### config.mk
export PLATFORM = sky130hd
export DESIGN_NAME = ras_ctrl
export DESIGN_NICKNAME = d
export VERILOG_FILES = /design/src/rtl/ras_ctrl.sv
export SDC_FILE = /design/constraint.sdc
export NUM_CORES = 1
export LEC_CHECK = 0
export BUFFER_PORTS_ARGS = -buffer_cell sky130_fd_sc_hd__buf_2
export CORE_MARGIN = 5
export CORE_UTILIZATION = 35
export DETAILED_ROUTE_END_ITERATION = 8
export GPL_ROUTABILITY_DRIVEN = 0
export PLACE_DENSITY = 0.63
export SYNTH_ARGS = -nofsm -noshare
export SYNTH_HDL_FRONTEND = slang
export SYNTH_SLANG_ARGS = --single-unit
### constraint.sdc
create_clock -name clk -period 2.85 [get_ports clk]
set_input_delay 0.4275 -clock clk [delete_from_list [all_inputs] [get_ports clk]]
set_output_delay 0.4275 -clock clk [all_outputs]
set_load 0.1 [all_outputs]
### src/rtl/ras_ctrl.sv
// ras_ctrl: return-address stack controller.
// Arbitrates two requesters (0 = core call/return path, 1 = exception unit)
// onto an 8-entry stack that wraps silently. The controller tracks occupancy,
// rejects overflow/underflow before they reach the stack, and drains the stack
// with back-to-back pops on flush.
// Optional feature: define RAS_CTRL_RR_EN for round-robin arbitration when both
// requesters are valid; otherwise requester 1 always wins.
module ras_ctrl #(
  parameter int DATA_W = 12,
  parameter int DEPTH  = 8,
  parameter int CNT_W  = 4
) (
  input  logic              clk,
  input  logic              rst,
  input  logic [1:0]        req_valid,
  input  logic [1:0]        req_op,
  input  logic [DATA_W-1:0] req_data0,
  input  logic [DATA_W-1:0] req_data1,
  output logic [1:0]        req_ready,
  output logic              rsp_valid,
  output logic              rsp_id,
  output logic [DATA_W-1:0] rsp_data,
  output logic              rsp_err,
  input  logic              flush,
  output logic              flush_busy,
  output logic              stk_push,
  output logic              stk_pop,
  output logic [DATA_W-1:0] stk_din,
  input  logic [DATA_W-1:0] stk_dout,
  output logic [CNT_W-1:0]  depth,
  output logic              full,
  output logic              empty,
  output logic              ovf_sticky,
  output logic              unf_sticky,
  input  logic              err_clr
);

  typedef enum logic [1:0] {
    ST_IDLE  = 2'd0,
    ST_EXEC  = 2'd1,
    ST_FLUSH = 2'd2
  } state_t;

  localparam logic [CNT_W-1:0]  DEPTH_C = CNT_W'(DEPTH);
  localparam logic [CNT_W-1:0]  ZERO_C  = {CNT_W{1'b0}};
  localparam logic [CNT_W-1:0]  ONE_C   = {{(CNT_W-1){1'b0}}, 1'b1};
  localparam logic [DATA_W-1:0] DZERO_C = {DATA_W{1'b0}};

  state_t             state_r, state_d;
  logic [CNT_W-1:0]   depth_r, depth_d;
  logic               full_r, empty_r;
  logic               pend_r, pend_clr_s, blocked_s;
  logic [1:0]         grant_s;
  logic               xfer_s, xfer_id_s, xfer_op_s;
  logic [DATA_W-1:0]  xfer_data_s;
  logic               push_ok_s, pop_ok_s, ovf_set_s, unf_set_s, flush_pop_s;
  logic               rsp_valid_r, rsp_id_r, rsp_err_r;
  logic [DATA_W-1:0]  rsp_data_r, stk_din_r;
  logic               stk_push_r, stk_pop_r;
  logic               ovf_r, unf_r;
`ifdef RAS_CTRL_RR_EN
  logic               last_r;
`endif

  // Grant, op qualification and next-state / next-depth decode.
  always_comb begin
    state_d     = state_r;
    depth_d     = depth_r;
    pend_clr_s  = 1'b0;
    grant_s     = 2'b00;
    blocked_s   = pend_r | flush;
    if ((state_r == ST_IDLE) && !blocked_s) begin
      if (req_valid == 2'b11) begin
`ifdef RAS_CTRL_RR_EN
        grant_s = last_r ? 2'b01 : 2'b10;
`else
        grant_s = 2'b10;
`endif
      end else begin
        grant_s = req_valid;
      end
    end else begin
      grant_s = 2'b00;
    end

    xfer_s      = |grant_s;
    xfer_id_s   = grant_s[1];
    xfer_op_s   = req_op[xfer_id_s];
    xfer_data_s = xfer_id_s ? req_data1 : req_data0;
    push_ok_s   = xfer_s &  xfer_op_s & (depth_r != DEPTH_C);
    ovf_set_s   = xfer_s &  xfer_op_s & (depth_r == DEPTH_C);
    pop_ok_s    = xfer_s & ~xfer_op_s & (depth_r != ZERO_C);
    unf_set_s   = xfer_s & ~xfer_op_s & (depth_r == ZERO_C);

    case (state_r)
      ST_IDLE: begin
        if (blocked_s) begin
          state_d = ST_FLUSH;
        end else if (xfer_s) begin
          state_d = ST_EXEC;
        end else begin
          state_d = ST_IDLE;
        end
      end
      ST_EXEC: state_d = ST_IDLE;
      ST_FLUSH: begin
        if (depth_r == ZERO_C) begin
          state_d    = ST_IDLE;
          pend_clr_s = 1'b1;
        end else begin
          state_d    = ST_FLUSH;
        end
      end
      default: state_d = ST_IDLE;
    endcase

    if (push_ok_s) begin
      depth_d = depth_r + ONE_C;
    end else if (pop_ok_s) begin
      depth_d = depth_r - ONE_C;
    end else if ((state_r == ST_FLUSH) && (depth_r != ZERO_C)) begin
      depth_d = depth_r - ONE_C;
    end else begin
      depth_d = depth_r;
    end

    // A flush pop is issued registered, one per FLUSH cycle that still has
    // entries, so depth shows the pre-pop count during each pop cycle.
    flush_pop_s = (state_d == ST_FLUSH) && (depth_d != ZERO_C);
  end

  // State, occupancy, response and stack-control registers.
  always_ff @(posedge clk) begin
    if (rst) begin
      state_r     <= ST_IDLE;
      depth_r     <= ZERO_C;
      full_r      <= 1'b0;
      empty_r     <= 1'b1;
      pend_r      <= 1'b0;
      rsp_valid_r <= 1'b0;
      rsp_id_r    <= 1'b0;
      rsp_data_r  <= DZERO_C;
      rsp_err_r   <= 1'b0;
      stk_push_r  <= 1'b0;
      stk_pop_r   <= 1'b0;
      stk_din_r   <= DZERO_C;
      ovf_r       <= 1'b0;
      unf_r       <= 1'b0;
    end else begin
      state_r     <= state_d;
      depth_r     <= depth_d;
      full_r      <= (depth_d == DEPTH_C);
      empty_r     <= (depth_d == ZERO_C);
      pend_r      <= flush | (pend_r & ~pend_clr_s);
      rsp_valid_r <= xfer_s;
      rsp_id_r    <= xfer_s ? xfer_id_s : 1'b0;
      rsp_data_r  <= pop_ok_s ? stk_dout : DZERO_C;
      rsp_err_r   <= ovf_set_s | unf_set_s;
      stk_push_r  <= push_ok_s;
      stk_pop_r   <= pop_ok_s | flush_pop_s;
      stk_din_r   <= push_ok_s ? xfer_data_s : stk_din_r;
      ovf_r       <= ovf_set_s | (ovf_r & ~err_clr);
      unf_r       <= unf_set_s | (unf_r & ~err_clr);
    end
  end

`ifdef RAS_CTRL_RR_EN
  // Remember the last granted requester for round-robin fairness.
  always_ff @(posedge clk) begin
    if (rst) begin
      last_r <= 1'b1;
    end else if (xfer_s) begin
      last_r <= xfer_id_s;
    end else begin
      last_r <= last_r;
    end
  end
`endif

  assign req_ready  = grant_s;
  assign rsp_valid  = rsp_valid_r;
  assign rsp_id     = rsp_id_r;
  assign rsp_data   = rsp_data_r;
  assign rsp_err    = rsp_err_r;
  assign flush_busy = pend_r | (state_r == ST_FLUSH);
  assign stk_push   = stk_push_r;
  assign stk_pop    = stk_pop_r;
  assign stk_din    = stk_din_r;
  assign depth      = depth_r;
  assign full       = full_r;
  assign empty      = empty_r;
  assign ovf_sticky = ovf_r;
  assign unf_sticky = unf_r;

endmodule

* Word level (Yosys, flattened, before mapping)
Index checks and enable logic that the tools add are counted.
Word-level totals: flip-flop bits (word level) 40, bits in latches 0, RAM bits 0, bits in read-only memories 0, input port bits 44, output and inout port bits 40, logic and storage cells 70, memories 0
Operators by class: add/subtract/negate cells 2, $mul 0, divide/modulo/power cells 0, $lt $le $gt $ge 1, eq/ne operators 6, shifts and indexed selects 0, mux-type cells 14, bitwise operators 21, reductions and logical operators 12
Operators by type and width (count):
- $mux W12 | 1
- $mux W4 | 3
- $and A1 B1 Y1 | 9
- $eq A4 B4 Y1 const B | 2
- $logic_not A4 Y1 | 2
- $mux W2 | 4
- $reduce_bool A4 Y1 | 2
- $or A1 B1 Y1 | 7
- $eq A2 B2 Y1 const B | 3
- $reduce_or A2 Y1 | 3
- $mux W1 | 5
- $not A1 Y1 | 5
- $add A4 B1 Y4 const B | 1
- $ne A4 B4 Y1 const B | 1
- $pmux W2 S2 | 1
- $sub A4 B1 Y4 const B | 1
- $logic_and A1 B1 Y1 | 3
- $logic_not A2 Y1 | 1
- $lt A1 B2 Y1 const B | 1
- $logic_not A1 Y1 | 1

* Logic depth before layout (Yosys ltp)
depth after elaboration 14, depth in mapped cells 8, depth with buffers taken out 8

* Worst setup path before layout
No wires, ideal clock.
kind input -> output, start point input flush, end point output req_ready[0], arrival time 3.242 ns, data required time 2.423 ns, slack -0.820 ns, stages on the path 3, path buffers 1, path through or4_4 -> buf_6 -> nor3b_1
On the way: word-level cells in the longest chain between the ends 4
Ends and longest elaborated chain:
- start: declaration | RTL line 24 | input logic flush,
- $or A1 B1 Y1 | RTL line 71 | blocked_s = pend_r | flush;
- $logic_not A1 Y1 | RTL line 72 | if ((state_r == ST_IDLE) && !blocked_s) begin
- $logic_and A1 B1 Y1 | RTL line 72
- $mux W2 | RTL line 72
- end: declaration | RTL line 19 | output logic [1:0] req_ready,
Every way passes these cells.

* Final worst setup path
start point register depth_r[0], in the netlist depth[0], end point register full_r, in the netlist full
On the way: word-level cells in the longest chain between the ends 6, elaborated cells on any way between the ends 11, classes of those cells add/sub (2); eq/ne (2); mux (3); bitwise (2); reduce/logical (2)
Ends and longest elaborated chain:
- start: declaration | RTL line 50 | logic [CNT_W-1:0] depth_r, depth_d;
- start signal: assignment | RTL line 151 | depth_r <= depth_d;
- branches (longest 4 deep; another with $sub A4 B1 Y4)
- $mux W4 (*) | RTL line 117 | if (push_ok_s) begin
- $eq A4 B4 Y1 (*) | RTL line 152 | full_r <= (depth_d == DEPTH_C);
- end signal: assignment | RTL line 152
- end: declaration | RTL line 51 | logic full_r, empty_r;
Every way passes the cells marked *. A chain may end at the register's enable or synchronous reset.

==> flow_summary.ini <==
[synthesis]
synth_compound_gate_area_share_pct = 17.23
synthMuxAreaShare_pct = 1.195
ys_async_sr_fraction_pct = 0
synth.distinct_cells = 52
synth_fa_ha_area_share_pct = 1.406
ys_seq_area_share_pct = 45.01
synth_top_family_by_area = simple AND/OR/NAND/NOR gates
synth_cells = 197
ys_ff_latch = 40
syn_avg_cell_area_um2 = 9.032
ys.warnings.count = 0
synthesis.nets = 243
synth.cell_area_um2 = 1779
synthSimpleGateAreaFrac_pct = 28.34
synth_xor_area_share_pct = 0.4923
synth_edf_count = 0
synth-main-ff-cell = dfxtp_1

[global_route]
grt.total_usage_pct = 13.44
gr-total-overflow = 0
antenna_found_initial = 0
grt_pass1_wl_um = 6982
grt_max_degree = 29
grt_pass1_vias = 1570

[timing]
fmax_ghz = 0.4173
holdWs_ns = 0.3313
tightest_slew_ns = 0.5655
finalWorstSetupSlack_ns = 0.4535
min_period_ns = 2.396
drv_slew = 0
grt_setup_unrepaired = no
hold_violations = 0
slew_headroom_pct = 61.33
timing.final.setup_violations = 0
finalCritPeriodShare_pct = 84.09
tns_ns = 0
fin_skew_ns = 0.005930

[critical_path]
r2r_setup_slack_ns = 0.45
crit_type = reg2reg
cp_top_family = simple AND/OR/NAND/NOR gates
cp.required_ns = 3.07
crit_cells = 9
cp_cell_sequence = inv_1, ha_1, and3b_1, a211oi_4, buf_4, and2_1, o21ai_1, a32oi_2, nor3b_2
worst-path-buf-inv = 2
max_stage_delay_ns = 0.44
worstRegToRegCells = 9
r2r-start = depth[0]$_SDFF_PP0_
crit_fanout = 17
arrival_ns = 2.61
cp-end-kind = flop
crit_slowest_cell = dfxtp_1
r2r_end = full$_SDFF_PP0_
startpoint_type = flop

[clock_tree]
root_buffer = clkbuf_8
clock_latency_ns = 0.29
cts_setup_buffers = 0
clock-sinks = 40
cts_tree = built
cts_htree_levels = 2
cts.repair.resized = 0
clk_pin_slew_ns = 0.08
cts_made_buffers = 5
ctsHoldBuffers = 0
cts.path.max_buffers = 2

[cells_and_area]
utilization_pct = 47.43
layout_commonest_cell = buf_2
regArea_um2 = 800.8
fin_nets = 326
drive_gt1_share_pct = 40.21
diodes = 0
fill_cells = 519
areaGrowthSynthToFinish_pct = 33.54
final_cell_mix = buf_2 (82), dfxtp_1 (40), nand2_1 (29)
multi_input_area_um2 = 870.8

[power_and_ir_drop]
p_leak_nw = 1.107
peakVddDrop_uv = 450.8
p_sw_share_pct = 45.87
p_int_mw = 1.178
p_switching_uw = 998.3
clock_power_share_pct = 22.9
powerDensity_nw_per_um2 = 916.1
power.share.combinational_pct = 45.4
seq_power_share_pct = 31.7
power_mw = 2.177

[worst_hold_path]
hold_path_class = in2reg
hp-start = stk_dout[0]
min_path_cells = 2
hold_end = rsp_data[0]$_SDFF_PP0_

[die]
core-area_um2 = 5010
die_h_um = 81.30
die_w_um = 81.30
dieArea_um2 = 6610
core.rowCount = 26
ios = 84
initial_utilization_pct = 35.51

[drt]
initialDrtViolationCount = 70
wirelength_um = 4296
vias_per_cell = 4.707
ant_nets = 0
first_pass_iters = 4
wl_per_cell_um = 12.24
drc = 0
vias = 1652

[placed_design]
portBuffers = 83
pre_cts_ws_ns = 0.4802
dp_hpwl_um = 3329

[status]
status = completed

[job]
maxCapViolCount = 0
==> Yosys cell counts, types with 2 or more instances <==
cell type / number / share of area [%]
dfxtp_1: 40 / 45
and2_1: 15 / 5.3
nand2b_1: 3 / 1.1
nor3b_2: 2 / 1.4
buf_4: 2 / 0.84
inv_1: 6 / 1.3
buf_6: 3 / 1.9
nor2_1: 25 / 5.3
a22oi_1: 2 / 0.84
a31oi_1: 2 / 0.70
nand2_1: 29 / 6.1
a21oi_1: 6 / 1.7
o21ai_0: 2 / 0.56
clkbuf_1: 4 / 0.84
nor3_1: 6 / 1.7
a311oi_1: 12 / 5.9
nand3_1: 2 / 0.56
ha_1: 2 / 1.4
==> layer usage <==
metal	GRT usage [%]	vias up	share of wire, %	wire length, um
met5	0	-	0	0
met1	16.02	725	43	1838
met4	4.054	0	0.86	37
met3	6.541	5	13	560
met2	21.25	70	43	1860
li1	-	852	-	-
==> power by group through the flow <==
stage | Sequential, mW | Combinational (mW) | Clock (mW)
final | 0.690 | 0.988 | 0.499
after global routing | 0.701 | 1.06 | 0.537
after CTS | 0.690 | 0.995 | 0.514
after detailed placement | 0.703 | 0.991 | 0
after global placement | 0.702 | 0.989 | 0
after floorplan | 1.10 | 0.428 | 0
==> worst max-delay path by stage <==
stage | startpoint | end | slack, ns
3_3_place_gp | depth[0]$_SDFF_PP0_ | full$_SDFF_PP0_ | 0.54
2_1_floorplan | depth[0]$_SDFF_PP0_ | full$_SDFF_PP0_ | 0.09
3_5_place_dp | depth[0]$_SDFF_PP0_ | full$_SDFF_PP0_ | 0.48
4_1_cts | depth[0]$_SDFF_PP0_ | full$_SDFF_PP0_ | 0.43
5_1_grt | depth[0]$_SDFF_PP0_ | full$_SDFF_PP0_ | 0.24
6_report | depth[0]$_SDFF_PP0_ | full$_SDFF_PP0_ | 0.45
==> sequential cells by signal, summed over array words and instances, names as in the netlist <==
name / count
ovf_sticky: 1
rsp_id: 1
full: 1
rsp_valid: 1
state_r: 2
rsp_err: 1
empty: 1
stk_pop: 1
depth: 4
stk_push: 1
stk_din: 12
rsp_data: 12
unf_sticky: 1
pend_r: 1
==> final cells by class <==
| class | instances | share of cell area (%) |
|---|---|---|
| Sequential cell | 40 | 33.70 |
| Timing Repair Buffer | 88 | 19.69 |
| Inverter | 6 | 0.9479 |
| Clock buffer | 7 | 4.055 |
| Clock inverter | 1 | 1.264 |
| Tap cell | 70 | 3.686 |
| Multi-Input combinational cell | 139 | 36.65 |
==> cell families after synthesis <==
| logic type | count (synthesis) |
|---|---|
| buffers and inverters | 18 |
| XOR/XNOR | 1 |
| AO/OA/AOI/OAI | 37 |
| adder cells (fa/ha/maj) | 2 |
| flip-flops | 40 |
| multiplexers | 2 |
| AND/OR/NAND/NOR | 97 |
==> per-stage QoR <==
step                      cell area (um2)  std cells
final                                2376        351
after global routing                 2376        351
after CTS                            2376        351
after detailed placement             2250        343
after global placement               2250        343
after floorplan                      1784        197
Note: power is estimated with default switching activity, not from simulation.
